===== src/rtl/booth_acc.sv =====
// Frame accumulator behind the Booth multiplier: sums NUM_TERMS signed products with
// per-step saturation and holds each finished frame sum in a one-deep valid/ready output register.
module booth_acc #(
    parameter int NUM_TERMS = 8,
    parameter int ACC_W     = 24
) (
    input  logic                         clk,
    input  logic                         rst_n,
    input  logic                         prod_valid,
    input  logic [19:0]                  prod,
    input  logic                         acc_clear,
    input  logic                         out_ready,
    output logic                         acc_out_valid,
    output logic [ACC_W-1:0]             acc_out,
    output logic                         acc_out_sat,
    output logic                         overrun,
    output logic [$clog2(NUM_TERMS)-1:0] term_cnt
);

    localparam int CNT_W = $clog2(NUM_TERMS);
    localparam logic [CNT_W-1:0] LAST_CNT = CNT_W'(NUM_TERMS - 1);
    localparam logic signed [ACC_W:0] MAX_V = {2'b00, {(ACC_W-1){1'b1}}};
    localparam logic signed [ACC_W:0] MIN_V = {2'b11, {(ACC_W-1){1'b0}}};

    typedef enum logic {IDLE, ACCUM} acc_state_e;
    typedef enum logic {EMPTY, FULL} out_state_e;

    acc_state_e        accState_q, accState_d;
    out_state_e        outState_q, outState_d;
    logic [ACC_W-1:0]  acc_q, acc_d;
    logic [CNT_W-1:0]  termCnt_q, termCnt_d;
    logic              frameSat_q, frameSat_d;
    logic [ACC_W-1:0]  outData_q, outData_d;
    logic              outSat_q, outSat_d;
    logic              overrun_q, overrun_d;

    logic signed [ACC_W:0] accExt, prodExt, sumRaw;
    logic [ACC_W-1:0]      sumClamp;
    logic                  stepSat;
    logic                  frameDone;

    // A cleared or idle accumulator contributes zero, so the incoming product starts a new frame.
    always_comb begin
        prodExt  = {{(ACC_W-19){prod[19]}}, prod};
        accExt   = (accState_q == ACCUM && !acc_clear) ? {acc_q[ACC_W-1], acc_q} : '0;
        sumRaw   = accExt + prodExt;
        sumClamp = sumRaw[ACC_W-1:0];
        stepSat  = 1'b0;
        if (sumRaw > MAX_V) begin
            sumClamp = MAX_V[ACC_W-1:0];
            stepSat  = 1'b1;
        end else if (sumRaw < MIN_V) begin
            sumClamp = MIN_V[ACC_W-1:0];
            stepSat  = 1'b1;
        end
    end

    always_comb begin
        accState_d = accState_q;
        acc_d      = acc_q;
        termCnt_d  = termCnt_q;
        frameSat_d = frameSat_q;
        frameDone  = 1'b0;
        if (acc_clear) begin
            accState_d = prod_valid ? ACCUM : IDLE;
            acc_d      = prod_valid ? sumClamp : '0;
            termCnt_d  = prod_valid ? CNT_W'(1) : '0;
            frameSat_d = 1'b0;
        end else if (prod_valid) begin
            case (accState_q)
                IDLE: begin
                    accState_d = ACCUM;
                    acc_d      = sumClamp;
                    termCnt_d  = CNT_W'(1);
                    frameSat_d = stepSat;
                end
                ACCUM: begin
                    if (termCnt_q == LAST_CNT) begin
                        frameDone  = 1'b1;
                        accState_d = IDLE;
                        acc_d      = '0;
                        termCnt_d  = '0;
                        frameSat_d = 1'b0;
                    end else begin
                        acc_d      = sumClamp;
                        termCnt_d  = termCnt_q + 1'b1;
                        frameSat_d = frameSat_q | stepSat;
                    end
                end
                default: accState_d = IDLE;
            endcase
        end
    end

    // The multiplier cannot stall, so a sum finishing into a held, unaccepted result is dropped.
    always_comb begin
        outState_d = outState_q;
        outData_d  = outData_q;
        outSat_d   = outSat_q;
        overrun_d  = overrun_q & ~acc_clear;
        if (frameDone) begin
            if (outState_q == EMPTY || out_ready) begin
                outState_d = FULL;
                outData_d  = sumClamp;
                outSat_d   = frameSat_q | stepSat;
            end else begin
                overrun_d  = 1'b1;
            end
        end else if (outState_q == FULL && out_ready) begin
            outState_d = EMPTY;
        end
    end

    always_ff @(posedge clk or negedge rst_n) begin
        if (!rst_n) begin
            accState_q <= IDLE;
            outState_q <= EMPTY;
            acc_q      <= '0;
            termCnt_q  <= '0;
            frameSat_q <= 1'b0;
            outData_q  <= '0;
            outSat_q   <= 1'b0;
            overrun_q  <= 1'b0;
        end else begin
            accState_q <= accState_d;
            outState_q <= outState_d;
            acc_q      <= acc_d;
            termCnt_q  <= termCnt_d;
            frameSat_q <= frameSat_d;
            outData_q  <= outData_d;
            outSat_q   <= outSat_d;
            overrun_q  <= overrun_d;
        end
    end

    assign acc_out_valid = (outState_q == FULL);
    assign acc_out       = outData_q;
    assign acc_out_sat   = outSat_q;
    assign overrun       = overrun_q;
    assign term_cnt      = termCnt_q;

endmodule


===== config.mk =====
export PLATFORM = sky130hd
export DESIGN_NAME = booth_acc
export DESIGN_NICKNAME = d
export VERILOG_FILES = /design/src/rtl/booth_acc.sv
export SDC_FILE = /design/constraint.sdc
export NUM_CORES = 1
export LEC_CHECK = 0
export CAP_MARGIN = 20
export CORE_UTILIZATION = 35
export CTS_BUF_LIST = sky130_fd_sc_hd__clkbuf_4
export DETAILED_ROUTE_END_ITERATION = 12
export HOLD_SLACK_MARGIN = 0.1
export PLACE_DENSITY_LB_ADDON = 0.25
export SLEW_MARGIN = 10
export SYNTH_ARGS = -nofsm -noshare
export SYNTH_HDL_FRONTEND = slang
export SYNTH_SLANG_ARGS = --single-unit

===== constraint.sdc =====
create_clock -name clk -period 7.1 [get_ports clk]
set_input_delay 0.71 -clock clk [delete_from_list [all_inputs] [get_ports clk]]
set_output_delay 0.71 -clock clk [all_outputs]
set_load 0.02 [all_outputs]

==> results of run 1 <==
area by class of cell:
cell class	instances	area [um^2]
multi-input cells	332	2205
fillers	1047	5966
well taps	136	170.2
repair buffers	60	580.6
inverters	10	37.54
flip-flops and latches	56	1401
clock inverters	3	18.77
clock buffers	5	37.54
worst max path at each step:
stage	endpoint	cells after the start	slack [ps]	start
floorplan	acc_out[18]	16	3350	acc_clear
global placement	acc_out[18]	13	2120	acc_clear
detailed placement	acc_q[9]	14	1990	acc_clear
CTS	acc_q[9]	14	2370	acc_clear
global route	acc_q[9]	14	1930	acc_clear
finish	acc_q[9]	14	2360	acc_clear
sequential cells by signal, indices dropped and copies added (netlist names):
name           cells
accState_q         1
acc_out           24
acc_out_sat        1
acc_out_valid      1
acc_q             24
frameSat_q         1
overrun            1
term_cnt           3
report_power, final:
group / internal (W) / total, W / switching, W
combinational: 0.000119 / 0.000291 / 0.000171
clock: 0.0000375 / 0.000143 / 0.000105
sequential: 0.000354 / 0.000374 / 0.0000195
layer usage:
metal | part of all wire | wire length [um] | up-vias
li1 | - | - | 1635
met4 | 0.016 | 166 | 0
met1 | 0.48 | 4930 | 1593
met3 | 0.045 | 462 | 15
met2 | 0.46 | 4736 | 83
met5 | 0 | 0 | -
stage by stage:
step | instances | hold slack, ps | total power, W
2_1_floorplan | 424 | 414.4 | 0.0005791
3_3_place_gp | 594 | 470.8 | 0.0006667
3_5_place_dp | 594 | 471.6 | 0.0006689
4_1_cts | 602 | 465.2 | 0.0008112
5_1_grt | 602 | 481.2 | 0.0008596
6_report | 602 | 449.3 | 0.0008070
critical path: cells and delay by family:
kind,cells,cell delay [ps]
buffers and inverters,2,570
and+or+nand+nor,4,1760
adders and majority gates,2,570
AOI/OAI and AO/OA,6,1440
logic make-up after synthesis:
| group | Yosys count | share of synthesized area |
|---|---|---|
| simple gates | 153 | 0.1914 |
| buf+inv | 36 | 0.04569 |
| xor+xnor | 18 | 0.04172 |
| mux | 2 | 0.005629 |
| flops | 56 | 0.3709 |
| fa+ha+maj | 27 | 0.09139 |
| compound gates | 132 | 0.2533 |
cell usage after synthesis, types with 3 or more instances:
| library cell | number |
|---|---|
| buf_6 | 4 |
| a21o_1 | 5 |
| nor3_1 | 9 |
| a221o_1 | 15 |
| nand3_1 | 10 |
| nand2b_1 | 5 |
| dfrtp_1 | 56 |
| nand2_1 | 65 |
| nor2b_1 | 3 |
| xor2_1 | 8 |
| o21a_1 | 3 |
| clkbuf_1 | 18 |
| o21ai_0 | 11 |
| a21oi_1 | 36 |
| a211oi_1 | 4 |
| o311ai_0 | 12 |
| a22o_1 | 5 |
| inv_1 | 10 |
| buf_2 | 3 |
| o31ai_1 | 4 |
| xnor2_1 | 10 |
| ha_1 | 26 |
| o21bai_1 | 4 |
| nor2_1 | 23 |
| o211ai_1 | 16 |
| nand4_1 | 6 |
| and2_1 | 23 |
==> out/metrics.cfg, run 1 <==
[grt]
met2_usage=0.3100
overflow=0
antenna_found_initial=0
met3_usage=0.02452
grt_max_degree=57
grt_pass1_wl_mm=17.01
grt_busiest_layer=met2
use_met1=0.2710
track_usage=0.1916
grt_pass1_vias=3380

[timing]
period_share=0.6678
finalHoldViolations=0
rsz0062_at_grt=false
slew_viol_final=0
slew_headroom=0.4331
max_freq_mhz=210.9
fin_skew_ps=16.26
fin_ws_ps=2358
setup-violations-final=0
finalSetupTns_ps=0
tightest_slew_ps=847.2
period_needed_ps=4742

[setup_path]
cp_max_fo=13
crit_chain=clkdlybuf4s50_1, nor2b_1, and2_1, ha_1, inv_1, fa_1, nand2b_1, a21oi_1, o21ai_0, a21oi_1, o22a_1, a31oi_2, nor2_1, a221o_1
end_kind=flip-flop
reg2reg_slack_ps=2780
r2r_end=acc_q[9]
cp.required_ps=7430
critPathLaunchType=input pin
reg2reg_depth=13
cpPeakStageDelay_ps=690
cp_common_cell=a21oi_1
r2r-start=accState_q
critPathArrivalTime_ps=5070
critPathKind=in -> reg
worst_path_max_delay_cell=nor2_1

[clocking]
path_clk_slew_ps=160
cts-root-buf=clkbuf_4
cts_buffer_depth=2
cts_buffers=5
postCtsHoldBufs=0
cts_sinks=56
clock_latency_ps=390
cts_tree=yes
htree_num_levels=2
cts_setup_buffers=0
cts_resized=0

[die]
ioPinCount=55
start_util=0.3628
fp.dieArea_um2=11220
row_count=37
die_y_um=105.9
die_x_um=105.9
coreArea_um2=10420

[yosys]
synth_top_area_share=0.3709
yosysWarnings=0
synth.distinct_cells=52
synth_edf_count=0
yosysSeqAreaShare=0.3709
syn-num-nets=476
syn_area_um2=3779
synthCells=424
synthTopCellsByArea=dfrtp_1 37%, ha_1 8.6%, nand2_1 6.5%, a21oi_1 4.8%, a221o_1 4.0%
syn-mean-instance-area_um2=8.912
ys_ff_latch=56
synth_area_leader_cell=dfrtp_1
async_reset_ff_frac=1.000
dominantRegCellSynth=dfrtp_1

[layout]
nNetsFinal=517
area_delta_synth_final_pct=17.78
layout-drive-gt1-share=0.05150
design_area_um2=4451
fin_util=0.4273
layout_common_cells=65 x nand2_1, 56 x dfrtp_1, 53 x clkdlybuf4s50_1
antennaDiodeCount=0
layout_commonest_cell=nand2_1

[hold_path]
hp-class=in -> async

[detailed_routing]
ant_nets=0
first_pass_iters=5
first_iter_violations=162
wl_mm=10.30
vias_per_cell=5.525
drcViolationCount=0
wl_per_cell_um=17.10
via_count=3326

[power]
leakagePower_nw=1.923
irDropWorstVdd_v=0.00008991
power_density_nw_per_um2=181.3

[place]
portBuffers=54
gp_congestion=0.8529
dpl_cell_area_um2=4394
dpl_worst_slack_ps=1990
dp_hpwl_mm=7.823

[flow_run]
cap_violations=0

[status]
status=finished, final reports clean

Power figures use the tool's default switching activity.
==> run 2, diff against run 1 <==
==> constraint.sdc (replaced) <==
create_clock -name clk -period 4.3 [get_ports clk]
set_input_delay 0.43 -clock clk [delete_from_list [all_inputs] [get_ports clk]]
set_output_delay 0.43 -clock clk [all_outputs]
set_load 0.02 [all_outputs]
==> out/metrics.cfg, run 2 (same netlist as run 1, synthesis figures left out) <==
[layout]
layout_common_cells=65 x nand2_1, 56 x dfrtp_1, 53 x clkdlybuf4s50_1
layout_commonest_cell=nand2_1
design_area_um2=4584
area_delta_synth_final_pct=21.32
antennaDiodeCount=0
nNetsFinal=525
layout-drive-gt1-share=0.06751

[hold_path]
hold_path_depth=2
hold_start=acc_out[23]
hold_path_end=acc_out[23]
hp-class=reg -> reg

[clocking]
cts_buffers=5
cts_resized=0
cts_tree=yes
htree_num_levels=2
path_clk_slew_ps=160
cts_buffer_depth=2
clock_latency_ps=390
cts-root-buf=clkbuf_4
cts_sinks=56
cts_setup_buffers=0

[place]
portBuffers=54
dp_hpwl_mm=7.923
dpl_cell_area_um2=4447
gp_congestion=0.8693
dpl_worst_slack_ps=272.4

[power]
p_seq_frac=0.406
clkPwrFrac=0.274
p_int_w=0.001028
power_density_nw_per_um2=330.9
leakagePower_nw=2.003
switchingPower_w=0.0004889
irDropWorstVdd_v=0.0001726
sw_frac_of_total=0.3223
power.share.combinational=0.320

[setup_path]
crit_family=compound AO/OA/AOI/OAI gates
end_kind=flip-flop
cpPeakStageDelay_ps=430
critPathLaunchType=input pin
crit_chain=clkdlybuf4s50_1, nor2b_1, and2_1, ha_1, inv_1, fa_1, nand2b_1, a21oi_1, o21ai_0, a21oi_1, o22a_1, a31o_2, nand2_1, o311ai_0
r2r_end=acc_out[10]
cp.required_ps=4590
cp-startpoint=acc_clear
cp_common_cell=a21oi_1
worst_path_max_delay_cell=clkdlybuf4s50_1
reg2reg_slack_ps=690
critPathKind=in -> reg
cp_max_fo=15
reg2reg_depth=13
r2r-start=accState_q
crit_buf_inv=2
critPathArrivalTime_ps=3900

[timing]
max_freq_mhz=276.8
tightest_slew_ps=599.1
period_needed_ps=3613
period_share=0.8402
finalSetupTns_ps=0
slew_viol_final=0
fin_ws_ps=686.9
fin_skew_ps=5.419
rsz0062_at_grt=false
finalHoldViolations=0
slew_headroom=0.6006
setup-violations-final=0

[die]
fp.dieArea_um2=11220
die_y_um=105.9
die_x_um=105.9
row_count=37
coreArea_um2=10420
ioPinCount=55
start_util=0.3628

[grt]
antenna_found_initial=0
grt_pass1_vias=3182
overflow=0
grt_max_degree=36
grt_pass1_wl_mm=16.63
track_usage=0.1876

[detailed_routing]
ant_nets=0
first_iter_violations=145
drcViolationCount=0
wl_mm=10.41
first_pass_iters=5
vias_per_cell=5.484
via_count=3345
wl_per_cell_um=17.07

[flow_run]
cap_violations=0

[status]
status=finished, final reports clean

## run 2: power by group through the flow
stage | registers [W] | logic (W) | clock network [W]
2_1_floorplan | 0.000620 | 0.000336 | 0
3_3_place_gp | 0.000625 | 0.000479 | 0
6_report | 0.000616 | 0.000486 | 0.000415
3_5_place_dp | 0.000626 | 0.000483 | 0
4_1_cts | 0.000616 | 0.000487 | 0.000420
5_1_grt | 0.000625 | 0.000533 | 0.000435
## run 2: cell type report
| type | instances | area (um^2) |
|---|---|---|
| multi-input combinational | 332 | 2205 |
| tap | 136 | 170.2 |
| sequential | 56 | 1401 |
| timing repair buffer | 68 | 643.1 |
| fill | 1034 | 5832 |
| inverter | 10 | 37.54 |
| clock buffer | 5 | 37.54 |
| clock inverter | 3 | 90.09 |
## run 2: worst max-delay path by stage
stage,slack [ps],to,depth (start not counted)
floorplan,830,acc_out[18],16
global placement,380,acc_out[10],12
detailed placement,270,acc_out[10],14
CTS,670,acc_out[10],13
global route,300,acc_out[10],13
finish,690,acc_out[10],14
## run 2: worst register-to-register path: stages, from the launching register on
cell,delay (ps)
dfrtp_1,440
nor2b_1,220
and2_1,150
ha_1,190
inv_1,70
fa_1,390
nand2b_1,170
a21oi_1,320
o21ai_0,190
a21oi_1,270
o22a_1,280
a31o_2,230
nand2_1,350
o311ai_0,230
## run 2: layer usage
layer	part of all wire	global-route usage	up-vias
li1	-	-	1652
met1	0.48	0.2631	1596
met2	0.47	0.3142	88
met3	0.044	0.02391	9
met4	0.0061	0.02976	0
met5	0	0	-
## run 2: timing repair
item	CTS	global route
setup endpoints to repair	0	0
endpoints found under the hold margin	21	0
hold buffers	1	0
## run 2: metrics by stage
stage / util / cells / total power [W] / hold WS [ps]
detailed placement: 0.4269 / 601 / 0.001109 / 424.2
floorplan: - / 424 / 0.0009562 / 134.4
global placement: 0.4269 / 601 / 0.001104 / 419.9
global route: 0.4401 / 610 / 0.001594 / 540.9
finish: 0.4401 / 610 / 0.001517 / 502.7
CTS: 0.4401 / 610 / 0.001523 / 512.4
==> run 3, diff against run 2 <==
==> constraint.sdc (replaced) <==
create_clock -name clk -period 3.2 [get_ports clk]
set_input_delay 0.32 -clock clk [delete_from_list [all_inputs] [get_ports clk]]
set_output_delay 0.32 -clock clk [all_outputs]
set_load 0.02 [all_outputs]
==> out/metrics.cfg, run 3 (same netlist as run 1, synthesis figures left out) <==
[layout]
layout_commonest_cell=buf_4
area_delta_synth_final_pct=42.35
fillers=958
nNetsFinal=608
layout-drive-gt1-share=0.2567
antennaDiodeCount=0
design_area_um2=5379
layout_common_cells=90 x buf_4, 63 x nand2_1, 56 x dfrtp_1
fin_util=0.5164

[timing]
finalHoldWorstSlack_ps=410.1
finalHoldViolations=0
rsz0062_at_grt=true
slew_viol_final=0
setup-violations-final=0
period_needed_ps=3126
tightest_slew_ps=560.1
fin_skew_ps=18.90
period_share=0.9767
max_freq_mhz=319.9
slew_headroom=0.6266

[status]
status=finished, final reports clean

[power]
power_w=0.002102
irDropWorstVdd_v=0.0002845
leakagePower_nw=2.434
power_density_nw_per_um2=390.8

[grt]
antenna_found_initial=0
grt_max_degree=26
overflow=0
grt_pass1_vias=3705
track_usage=0.2049
grt_pass1_wl_mm=18.12

[setup_path]
critPathArrivalTime_ps=3420
reg2reg_slack_ps=80
critPathLaunchType=input pin
cp.required_ps=3500
critPathKind=in -> reg
end_kind=flip-flop
cp_max_fo=11

[die]
coreArea_um2=10420
start_util=0.3628
ioPinCount=55
die_x_um=105.9
fp.dieArea_um2=11220
die_y_um=105.9
row_count=37

[place]
gp_congestion=0.9249
portBuffers=54
dpl_cell_area_um2=5119
dp_hpwl_mm=8.898

[clocking]
cts_sinks=56
cts-root-buf=clkbuf_4
cts_buffers=5
path_clk_slew_ps=170
clock_latency_ps=390
cts_tree=yes
htree_num_levels=2
cts_buffer_depth=2

[detailed_routing]
wl_per_cell_um=16.42
first_iter_violations=141
via_count=3745
first_pass_iters=5
vias_per_cell=5.404
ant_nets=0
drcViolationCount=0
wl_mm=11.38

[hold_path]
hp-class=in -> async

[flow_run]
cap_violations=0

-- run 3: changes by cell type in the layout (fill, tap and decap cells not counted), moves of 4 or more --
cell      delta
buf_4       +77
a21oi_2      +6
a21oi_1      -6
o311ai_1     +7
ha_4         +4
o311ai_0     -7
o21ai_0      -4
buf_6        +4
ha_1         -6
-- run 3: stage by stage --
step,setup TNS (ps),cells,worst slack (ps)
after global placement,-14700,684,-359.6
after detailed placement,-18730,684,-524.2
after CTS,0,693,1.956
after floorplan,0,424,20.33
final,0,693,74.43
after global routing,-425.2,693,-60.19
-- run 3: worst paths after layout --
path / startpoint / to / cells after the start
hold / removal: rst_n / acc_out[10] / 2
hold reg to reg: acc_out_sat / acc_out_sat / 2
min in group clk: acc_out_sat / acc_out_sat / 2
setup reg to reg: accState_q / acc_out[21] / 13
setup / recovery: acc_clear / acc_out[21] / 14
max in group asynchronous: rst_n / acc_q[0] / 3
-- run 3: final cells by class --
cell class	count	area (um^2)	area share
clock buffers	5	37.54	0.006978
clock inverters	3	42.54	0.007909
inverters	10	37.54	0.006978
multi-input cells	332	2384	0.4431
flip-flops and latches	56	1401	0.2605
well taps	136	170.2	0.03164
repair buffers	151	1306	0.2428
-- run 3: worst max-delay path, stage by stage --
cell	delay (ps)
clkdlybuf4s50_1	460
nor2b_4	210
buf_6	170
and2_1	180
ha_2	320
a21oi_1	140
o21ai_1	120
or3_1	320
o22a_2	290
buf_4	160
a31oi_4	230
buf_4	170
nor2_1	50
a221o_1	280
-- run 3: timing repair --
item | in CTS | in global routing
hold endpoints to repair | 20 | 0
endpoints found under the setup margin | 19 | 48
buffers inserted | 0 | 0
hold buffers | 1 | 0
pin swaps | 0 | 6
resized for setup | 3 | 42
-- run 3: report_power, final --
| group | switching (W) | internal, W | total [W] |
|---|---|---|---|
| Combinational | 0.000443 | 0.000431 | 0.000874 |
| Clock | 0.000236 | 0.000163 | 0.000399 |
| Sequential | 0.0000431 | 0.000786 | 0.000829 |
| Total | 0.000722 | 0.00138 | 0.00210 |
-- run 3: metal layers --
metal | track usage | share of wire
met1 | 0.2780 | 0.46
met4 | 0.05754 | 0.026
met5 | 0 | 0
met3 | 0.02452 | 0.048
met2 | 0.3441 | 0.46
==> RTL edit: new RTL, flow settings as in run 2 <==
Change the parameter `NUM_TERMS` from 8 to 16.
--- a/src/rtl/booth_acc.sv
+++ b/src/rtl/booth_acc.sv
@@ -1,7 +1,7 @@
 // Frame accumulator behind the Booth multiplier: sums NUM_TERMS signed products with
 // per-step saturation and holds each finished frame sum in a one-deep valid/ready output register.
 module booth_acc #(
-    parameter int NUM_TERMS = 8,
+    parameter int NUM_TERMS = 16,
     parameter int ACC_W     = 24
 ) (
     input  logic                         clk,
Ports: changed (resized term_cnt); port bits go from 55 to 56. The function was not compared with the original's and may differ.
==> RTL edit against run 2 <==
  * The run now ends with DRC left
  * Largest cell class unchanged
  * First-iteration DRC count increased by 73%
  * Worst hold slack worse by 0.39 ns
  * Cell area is 10% higher
  * Worst setup slack got worse by 0.25 ns
  * Wire length up 19%
  * Global-route usage up 2.0 points
  * Sequential cell count up 1
  * Power up 6.7%
  * Die area rose by 12%
  * Synthesized area up 12%
==> RTL edit: results (changes against run 2) <==
stage;metric;value;unit;change
layout;Non-clock inverters;14;;+4
clocking;CTS sink cnt;57;;+1.8%
outcome;violated checks;DRC;;
sta;worst clock skew;0.02690;ns;+0.02149 ns
yosys;syn nets;558;;+17%
yosys;cell area after synthesis;0.004225;mm2;+12%
power;Net Sw Power;651.9;uW;+33%
layout;final core utilization;0.4350;;-0.005084
layout;count of multi-input gates;411;;+24%
layout;clk tree area frac;0.01956;;-0.008274
placed_design;Placed Instances;692;;+15%
global_routing;GRT met2 Usage;0.3478;;+0.03363
layout;fin nets;612;;+17%
sta;post-route setup slack;0.4320;ns;-0.2549 ns
clocking;Clock H-tree levels;3;;+1
drt;Via Count;3982;;+19%
yosys;register area share after synthesis;0.3376;;-0.03328
outcome;outcome;finished, violations left;;
yosys;Netlist cell types;56;;+7.7%
placed_design;pre-CTS setup slack;0.1117;ns;-0.1607 ns
global_routing;first-pass GRT wire length;20220;um;+22%
drt;final wirelength;12380;um;+19%
power;Clk. pwr;320;uW;-23%
drt;DR WL/cell;17.48;um;+2.5%
clocking;Worst-path clk slew;0.12;ns;-0.04 ns
setup_path;Crit Path Category;reg2reg;;
layout;Layout fillers;1198;;+16%
sta;Min Hold Slack;0.1146;ns;-0.3881 ns
drt;DRC Markers;4;;+4
setup_path;CP startpoint kind;flip-flop;;
global_routing;pin count of the biggest net entering global routing;58;;+61%
placed_design;GP Congestion;0.8475;;-2.5%
power;cell leakage power;0.002186;uW;+9.1%
setup_path;worst-path maximum fanout;29;;+14
drt;1st-pass router iterations;9;;+4
layout;layout cell share with drive strength beyond 1;0.08850;;+0.02099
yosys;top cells by count, synth;nand2_1, dfrtp_1, o21ai_0;;
setup_path;reg2reg end;acc_out[20]$_DFFE_PN0P_;;
placed_design;I/O Buffers;55;;+1.9%
RTL edit: cell count changes in the layout (fill, tap and decap cells not counted), sizes merged, moves of 5 or more:
cell and change:
a21o +5, a21oi +8, a221o -13, a22o +6, clkbuf +5, mux2 +6
nor3 +27, o211ai -6, o21ai +35, o311ai -9
RTL edit: cells by family after synthesis:
family | after synthesis | synth area share
simple gates | 185 | 0.2076
compound gates | 169 | 0.2698
fa+ha+maj | 26 | 0.07877
flops | 57 | 0.3376
buf+inv | 39 | 0.03761
mux | 8 | 0.02103
xor+xnor | 23 | 0.04767
RTL edit: critical path: stages, from the launching register on:
cell and delay [ns]:
dfrtp_1 0.46, nor2b_1 0.25, buf_12 0.21, and2_1 0.15, ha_1 0.19, inv_1 0.07
fa_1 0.40, nor2b_1 0.23, o2111ai_2 0.17, nand3_1 0.14, a21oi_2 0.12, a211o_2 0.35
nand2_1 0.30, nor3_1 0.10, or3_1 0.34, mux2_2 0.27
